<file path="config.mk">
export PLATFORM = sky130hd
export DESIGN_NAME = pc_fetch_flat
export DESIGN_NICKNAME = d
export VERILOG_FILES = /design/src/rtl/cpu_pkg.sv /design/src/rtl/pc_fetch_if.sv /design/src/rtl/next_pc_logic.sv /design/src/rtl/pc_fetch.sv /design/src/flat_wrapper.sv
export SDC_FILE = /design/constraint.sdc
export NUM_CORES = 1
export LEC_CHECK = 0
export CORE_ASPECT_RATIO = 2
export CORE_MARGIN = 5
export CORE_UTILIZATION = 43
export CTS_CLUSTER_DIAMETER = 200
export DETAILED_ROUTE_END_ITERATION = 10
export PLACE_DENSITY_LB_ADDON = 0.3
export SETUP_SLACK_MARGIN = 0.4
export SLEW_MARGIN = 20
export SYNTH_ARGS = -nofsm -noshare
export SYNTH_HDL_FRONTEND = slang
export SYNTH_HIERARCHICAL = 1
export SYNTH_SLANG_ARGS = --single-unit
</file>
<file path="constraint.sdc">
create_clock -name clk -period 3.2 [get_ports clk]
set_input_delay 0.96 -clock clk [delete_from_list [all_inputs] [get_ports clk]]
set_output_delay 0.96 -clock clk [all_outputs]
set_load 0.05 [all_outputs]
</file>
<file path="src/rtl/cpu_pkg.sv">
// Shared CPU definitions: next-PC select codes, vectors, fetch FSM states.
// Used by the fetch stage and the control unit.
package cpu_pkg;

  localparam logic [2:0] PCSRC_SEQ = 3'd0;
  localparam logic [2:0] PCSRC_BR  = 3'd1;
  localparam logic [2:0] PCSRC_J   = 3'd2;
  localparam logic [2:0] PCSRC_JR  = 3'd3;
  localparam logic [2:0] PCSRC_IRQ = 3'd4;
  localparam logic [2:0] PCSRC_EXC = 3'd5;

  localparam logic [31:0] RESET_PC = 32'h8000_0000;
  localparam logic [31:0] IRQ_VEC  = 32'h8000_0004;
  localparam logic [31:0] EXC_VEC  = 32'h8000_0008;

  typedef enum logic {
    S_FETCH,
    S_EXEC
  } fetch_state_t;

endpackage

</file>
<file path="src/rtl/pc_fetch_if.sv">
// Instruction-memory req/ack fetch channel.
// master = fetch stage, slave = instruction memory.
interface pc_fetch_if;
  logic        req;
  logic [31:0] addr;
  logic        ack;
  logic [31:0] rdata;

  modport master (
    output req,
    output addr,
    input  ack,
    input  rdata
  );

  modport slave (
    input  req,
    input  addr,
    output ack,
    output rdata
  );
endinterface

</file>
<file path="src/rtl/next_pc_logic.sv">
// Combinational next-PC target mux.
// All adds wrap modulo 2^32.
module next_pc_logic
  import cpu_pkg::*;
(
  input  logic [31:0] pc,
  input  logic [31:0] pc_plus4,
  input  logic [31:0] instr,
  input  logic [2:0]  pc_src,
  input  logic        br_cond,
  input  logic [31:0] rs_data,
  output logic [31:0] next_pc
);

  logic [31:0] br_off;

  assign br_off = {{14{instr[15]}}, instr[15:0], 2'b00};

  always_comb begin
    next_pc = pc_plus4;
    unique case (pc_src)
      PCSRC_BR: begin
        if (br_cond)
          next_pc = pc_plus4 + br_off;
      end
      PCSRC_J:
        next_pc = {pc[31], pc_plus4[30:28],
                   instr[25:0], 2'b00};
      // a jr can never set the supervisor bit
      PCSRC_JR:
        next_pc = {pc[31] & rs_data[31],
                   rs_data[30:0]};
      PCSRC_IRQ: next_pc = IRQ_VEC;
      PCSRC_EXC: next_pc = EXC_VEC;
      default:   next_pc = pc_plus4;
    endcase
  end

endmodule

</file>
<file path="src/rtl/pc_fetch.sv">
// PC register, fetch FSM and interrupt latch.
// Holds one instruction for control until it commits.
module pc_fetch
  import cpu_pkg::*;
(
  input  logic        clk,
  input  logic        reset,
  pc_fetch_if.master  imem,
  output logic [31:0] Instruct,
  output logic        InstValid,
  output logic [31:0] PC,
  output logic        PC31,
  output logic [31:0] PCPlus4,
  input  logic        IRQ,
  output logic        IrqPend,
  input  logic [2:0]  PCSrc,
  input  logic        BrCond,
  input  logic [31:0] RsData,
  input  logic        Stall
);

  fetch_state_t state, state_n;
  logic         in_fetch;
  logic         in_exec;
  logic         commit;
  logic         irq_clr;
  logic [31:0]  next_pc;

  assign in_fetch = (state == S_FETCH);
  assign in_exec  = (state == S_EXEC);
  assign commit   = in_exec & ~Stall;
  assign irq_clr  = commit & (PCSrc == PCSRC_IRQ);

  assign imem.req  = in_fetch;
  assign imem.addr = PC;
  assign InstValid = in_exec;
  assign PC31      = PC[31];
  assign PCPlus4   = PC + 32'd4;

  always_ff @(posedge clk or negedge reset) begin
    if (!reset)
      state <= S_FETCH;
    else
      state <= state_n;
  end

  always_comb begin
    state_n = state;
    unique case (1'b1)
      in_fetch: if (imem.ack) state_n = S_EXEC;
      in_exec:  if (!Stall)   state_n = S_FETCH;
      default:  state_n = S_FETCH;
    endcase
  end

  // a new IRQ in the clearing cycle keeps the latch set
  always_ff @(posedge clk or negedge reset) begin
    if (!reset) begin
      PC       <= RESET_PC;
      Instruct <= 32'h0;
      IrqPend  <= 1'b0;
    end else begin
      if (in_fetch && imem.ack)
        Instruct <= imem.rdata;
      if (commit)
        PC <= next_pc;
      IrqPend <= IRQ | (IrqPend & ~irq_clr);
    end
  end

  next_pc_logic u_next_pc (
    .pc       (PC),
    .pc_plus4 (PCPlus4),
    .instr    (Instruct),
    .pc_src   (PCSrc),
    .br_cond  (BrCond),
    .rs_data  (RsData),
    .next_pc  (next_pc)
  );

endmodule

</file>
<file path="src/flat_wrapper.sv">
// flat-port wrapper written by rule: the top's interface ports become plain ports
module pc_fetch_flat import cpu_pkg::*;
  (clk, reset, Instruct, InstValid, PC, PC31, PCPlus4, IRQ, IrqPend, PCSrc, BrCond, RsData, Stall, imem_req, imem_addr, imem_ack, imem_rdata);
  pc_fetch_if imem_i ();
  input  logic clk;
  input  logic reset;
  output logic [31:0] Instruct;
  output logic InstValid;
  output logic [31:0] PC;
  output logic PC31;
  output logic [31:0] PCPlus4;
  input  logic IRQ;
  output logic IrqPend;
  input  logic [2:0] PCSrc;
  input  logic BrCond;
  input  logic [31:0] RsData;
  input  logic Stall;
  output wire logic [$bits(imem_i.req)-1:0] imem_req;
  output wire logic [$bits(imem_i.addr)-1:0] imem_addr;
  input wire logic [$bits(imem_i.ack)-1:0] imem_ack;
  input wire logic [$bits(imem_i.rdata)-1:0] imem_rdata;
  assign imem_req = imem_i.req;
  assign imem_addr = imem_i.addr;
  assign imem_i.ack = imem_ack;
  assign imem_i.rdata = imem_rdata;
  pc_fetch u_core (.clk(clk), .reset(reset), .imem(imem_i), .Instruct(Instruct), .InstValid(InstValid), .PC(PC), .PC31(PC31), .PCPlus4(PCPlus4), .IRQ(IRQ), .IrqPend(IrqPend), .PCSrc(PCSrc), .BrCond(BrCond), .RsData(RsData), .Stall(Stall));
endmodule
</file>
==> impl_metrics.prom <==
# TYPE chip_impl_metric gauge
chip_impl_info{name="status",value="finished, violations left"} 1
chip_impl_info{name="violations",value="negative setup slack"} 1
chip_impl_metric{name="timing.critical_path.fanout_max",unit=""} 5
chip_impl_info{name="unrepaired_setup_endpoints_after_global_routing",value="true"} 1
chip_impl_metric{name="hold_buffers",unit=""} 0
chip_impl_metric{name="detailedRoute.firstPassIterationCount",unit=""} 7
chip_impl_metric{name="grt_first_pass_wirelength",unit="um"} 45490
chip_impl_metric{name="clkPwrFrac",unit="%"} 7.2
chip_impl_metric{name="post_drt_via_cell_ratio",unit=""} 5.979
chip_impl_metric{name="period_needed",unit="ps"} 3501
chip_impl_metric{name="totalNegativeSetupSlack",unit="ps"} -3178
chip_impl_info{name="cpMaxStageDelayCell",value="dfrtp_2"} 1
chip_impl_metric{name="switching_share",unit="%"} 50.33
chip_impl_metric{name="dpl.cell_count",unit=""} 1187
chip_impl_info{name="synthTopCellsByCount",value="mux2_2, dfrtp_1, a21oi_1"} 1
chip_impl_info{name="endpoint_kind",value="flip-flop"} 1
chip_impl_info{name="critPathLaunchType",value="flip-flop"} 1
chip_impl_metric{name="r2r_cells",unit=""} 16
chip_impl_metric{name="globalplace.congestion",unit=""} 0.9729
chip_impl_metric{name="finish.net_count",unit=""} 1166
chip_impl_metric{name="cts_buffers",unit=""} 9
chip_impl_metric{name="maxCapViolCount",unit=""} 0
chip_impl_info{name="synth_top_flop_cell",value="dfrtp_1"} 1
chip_impl_metric{name="critical_path_required",unit="ps"} 3430
chip_impl_metric{name="synthesized_instance_count",unit=""} 695
chip_impl_metric{name="final.period_utilization",unit="%"} 109.4
chip_impl_metric{name="place.detailed.hpwl",unit="um"} 23090
chip_impl_info{name="yosys-top-cells-area",value="dfrtp_1, mux2_2, ha_1"} 1
chip_impl_info{name="worstHoldStart",value="u_core/Instruct[26]$_DFFE_PN0P_"} 1
chip_impl_info{name="synth_most_common_cell",value="mux2_2"} 1
chip_impl_metric{name="number_of_inserted_filler_cells_in_the_final_layout",unit=""} 773
chip_impl_info{name="synth_area_leader_cell",value="dfrtp_1"} 1
chip_impl_info{name="hold_class",value="flip-flop to flip-flop"} 1
chip_impl_metric{name="async_reset_ff_share",unit="%"} 100.0
chip_impl_metric{name="detailroute.via_count",unit=""} 7527
chip_impl_metric{name="yosysWarningCount",unit=""} 6
chip_impl_metric{name="number_of_failing_hold_endpoints_at_the_final_stage",unit=""} 0
chip_impl_info{name="timing.hold.worst_endpoint",value="u_core/Instruct[26]$_DFFE_PN0P_"} 1
chip_impl_info{name="crit_chain",value="buf_6, and4_4, and3_4, nand4_1, xnor2_4, ha_4, buf_6, nand2_1, o21ai_1, buf_4, o21ba_2, o31ai_4, mux2i_1, nor2_1, o22a_1, mux2_2"} 1
chip_impl_metric{name="drive_gt1_share",unit="%"} 49.62
chip_impl_metric{name="timing.reg2reg.setup_slack",unit="ps"} -300
chip_impl_metric{name="synth.distinct_cells",unit=""} 70
chip_impl_metric{name="max_clock_freq",unit="MHz"} 285.6
chip_impl_metric{name="switching_power",unit="uW"} 7583
chip_impl_metric{name="floorplan.rows",unit=""} 62
chip_impl_metric{name="seq_area_frac_synth",unit="%"} 26.44
chip_impl_metric{name="final_critical_path_setup_slack",unit="ps"} -300.8
chip_impl_metric{name="number_of_antenna_violations_at_the_first_check_in_global_routing",unit=""} 1
chip_impl_metric{name="route.final.wire_length",unit="um"} 31990
chip_impl_metric{name="cell_internal_pwr",unit="uW"} 7484
chip_impl_metric{name="critical-path-max-stage-delay",unit="ps"} 400
chip_impl_info{name="r2r_end",value="u_core/PC[24]$_DFFE_PN0P_"} 1
chip_impl_metric{name="grtUsageTotal",unit="%"} 35.65
chip_impl_info{name="cpMostUsedCell",value="buf_6"} 1
chip_impl_metric{name="wire_per_inst",unit="um"} 25.41
chip_impl_metric{name="syn-num-nets",unit=""} 800
chip_impl_metric{name="tritoncts_num_sinks",unit=""} 66
chip_impl_metric{name="floorplan.initialDensity",unit="%"} 43.56
chip_impl_metric{name="clock_insertion_delay_worst_skew",unit="ps"} 350
chip_impl_metric{name="grt_pass1_vias",unit=""} 8095
chip_impl_metric{name="slew_violations",unit=""} 0
chip_impl_metric{name="overflow",unit=""} 0
chip_impl_metric{name="netlist.area_leader.share",unit="%"} 26.02
chip_impl_metric{name="die_w",unit="um"} 95.26
chip_impl_info{name="timing.setup.critical_path_class",value="flip-flop to flip-flop"} 1
chip_impl_metric{name="postRouteAntennaNets",unit=""} 0
chip_impl_metric{name="die_h",unit="um"} 180.5
chip_impl_metric{name="actual_transition_at_the_worst_max_transition_pin",unit="ps"} 829.3
chip_impl_metric{name="ctsLongestPathBuffers",unit=""} 2
chip_impl_metric{name="syn_to_final_growth",unit="%"} 93.94
chip_impl_metric{name="instances_no_fill",unit=""} 1259
chip_impl_info{name="cts_root_buf",value="clkbuf_16"} 1
chip_impl_metric{name="cts.clk_slew.worst_paths",unit="ps"} 60
chip_impl_metric{name="avgSynthCellArea",unit="um2"} 8.994
chip_impl_metric{name="total_leakage_power",unit="uW"} 0.005278
chip_impl_metric{name="drt_drc_violations_left",unit=""} 0
chip_impl_metric{name="final-setup-viol-count",unit=""} 25
chip_impl_metric{name="initialDrtViolationCount",unit=""} 486
chip_impl_metric{name="cp.arrival",unit="ps"} 3740
chip_impl_metric{name="grt_start_max_net_pins",unit=""} 41
chip_impl_metric{name="seq_area",unit="um2"} 1683
chip_impl_metric{name="multiInputGateArea",unit="um2"} 5550
chip_impl_metric{name="fp.dieArea",unit="um2"} 17190
chip_impl_metric{name="ys_ff_latch",unit=""} 66
chip_impl_metric{name="netlist_area",unit="um2"} 6251
chip_impl_metric{name="htree_num_levels",unit=""} 3
chip_impl_metric{name="power_density",unit="nW/um2"} 1243
chip_impl_metric{name="top_level_ports",unit=""} 205
chip_impl_metric{name="max_ir_drop_vdd",unit="mV"} 0.8846
chip_impl_metric{name="synth-edff-count",unit=""} 0
chip_impl_metric{name="hold-path-cell-count",unit=""} 1
chip_impl_metric{name="finClkSkew",unit="ps"} 8.903
chip_impl_metric{name="register_share_of_total_power",unit="%"} 9.8
chip_impl_info{name="regToRegStartpoint",value="u_core/PC[2]$_DFFE_PN0P_"} 1
chip_impl_metric{name="timing.max_slew.rel_slack",unit="%"} 44.71
chip_impl_metric{name="buffer_ports.inserted",unit=""} 204
chip_impl_info{name="cts_tree",value="done"} 1
chip_impl_metric{name="comb_power_share",unit="%"} 82.9
chip_impl_metric{name="floorplan.core_area",unit="um2"} 14350
[worst max-delay path by stage]
stage | startpoint | end | slack (ps) | cells after the start
floorplan | u_core/PC[4]$_DFFE_PN0P_ | u_core/PC[26]$_DFFE_PN0P_ | -610 | 15
CTS | u_core/PC[2]$_DFFE_PN0P_ | u_core/PC[17]$_DFFE_PN0P_ | -140 | 15
global route | u_core/PC[2]$_DFFE_PN0P_ | u_core/PC[24]$_DFFE_PN0P_ | -350 | 16
global placement | u_core/PC[2]$_DFFE_PN0P_ | u_core/PC[24]$_DFFE_PN0P_ | -360 | 14
finish | u_core/PC[2]$_DFFE_PN0P_ | u_core/PC[24]$_DFFE_PN0P_ | -300 | 16
detailed placement | u_core/PC[2]$_DFFE_PN0P_ | u_core/PC[24]$_DFFE_PN0P_ | -390 | 14
[cells by family after synthesis]
group / synth area share (%)
flops: 26.44
buf+inv: 8.187
simple gates: 14.05
mux: 16.05
xor+xnor: 7.426
fa+ha+maj: 6.525
compound gates: 21.32
[layout by cell type, fill, tap and decap left out, drive strengths merged, types with 7 or more instances in the layout]
cell,netlist,routed
and4,7,7
o22ai,19,19
mux2,66,66
nand2,34,34
inv,12,12
mux2i,26,26
nand4,22,22
dlymetal6s2s,0,8
o22a,9,9
clkdlybuf4s50,0,160
dfrtp,65,65
o211ai,7,7
o21ai,26,26
xnor2,41,41
clkbuf,16,10
and3,10,10
nand3,17,17
nor2,52,52
buf,59,255
a21o,18,18
xor2,12,12
a21oi,57,57
ha,31,31
o21a,25,25
[what timing repair did]
item	in CTS	in global routing
endpoints found under the setup margin	57	64
buffers inserted	23	32
cloned	0	0
gates resized for setup	153	114
pin swaps	75	87
[state kept, by name, indices dropped and copies added, names as in the netlist]
name              flops
u_core/InstValid      1
u_core/Instruct      32
u_core/IrqPend        1
u_core/PC            32
[stage by stage]
step           total power (uW)  setup slack (ps)  instance area (um2)  hold slack (ps)  utilization, %
5_1_grt                   15610            -353.8                12120            538.2           84.47
2_1_floorplan              7509            -605.7                 6769            664.4               -
6_report                  15070            -300.8                12120            515.6           84.47
4_1_cts                   13880            -143.3                11380            519.2           79.30
3_3_place_gp              11480            -359.7                10190            463.7           70.98
3_5_place_dp              11590            -388.2                10190            486.4           70.98
[final cells by class]
type / count / share of cell area (%)
inverters: 12 / 0.3716
clock inverters: 7 / 0.7741
diodes: 1 / 0.02064
clock buffers: 9 / 1.858
multi-input cells: 542 / 45.78
repair buffers: 430 / 35.33
well taps: 192 / 1.982
flip-flops and latches: 66 / 13.88
[critical path: cells and delay by family, from the launching register on]
kind	cells	cell delay (ps)
flops	1	400
simple gates	5	840
buf+inv	3	420
compound gates	4	790
mux	2	420
xor+xnor	1	220
fa+ha+maj	1	300
[routing by layer]
metal	track usage [%]	up-vias	part of all wire, %
li1	-	3280	-
met2	66.53	435	55
met4	29.84	0	10
met3	6.895	188	6.2
met1	30.48	3624	28
met5	0	-	0
[power by group through the flow]
stage,Combinational [uW],Sequential (uW),Clock [uW]
6_report,12500,1480,1090
5_1_grt,13000,1510,1140
4_1_cts,11300,1450,1090
3_5_place_dp,10100,1450,0
3_3_place_gp,10100,1420,0
2_1_floorplan,4890,2620,0
Note: power is estimated with default switching activity, not from simulation.
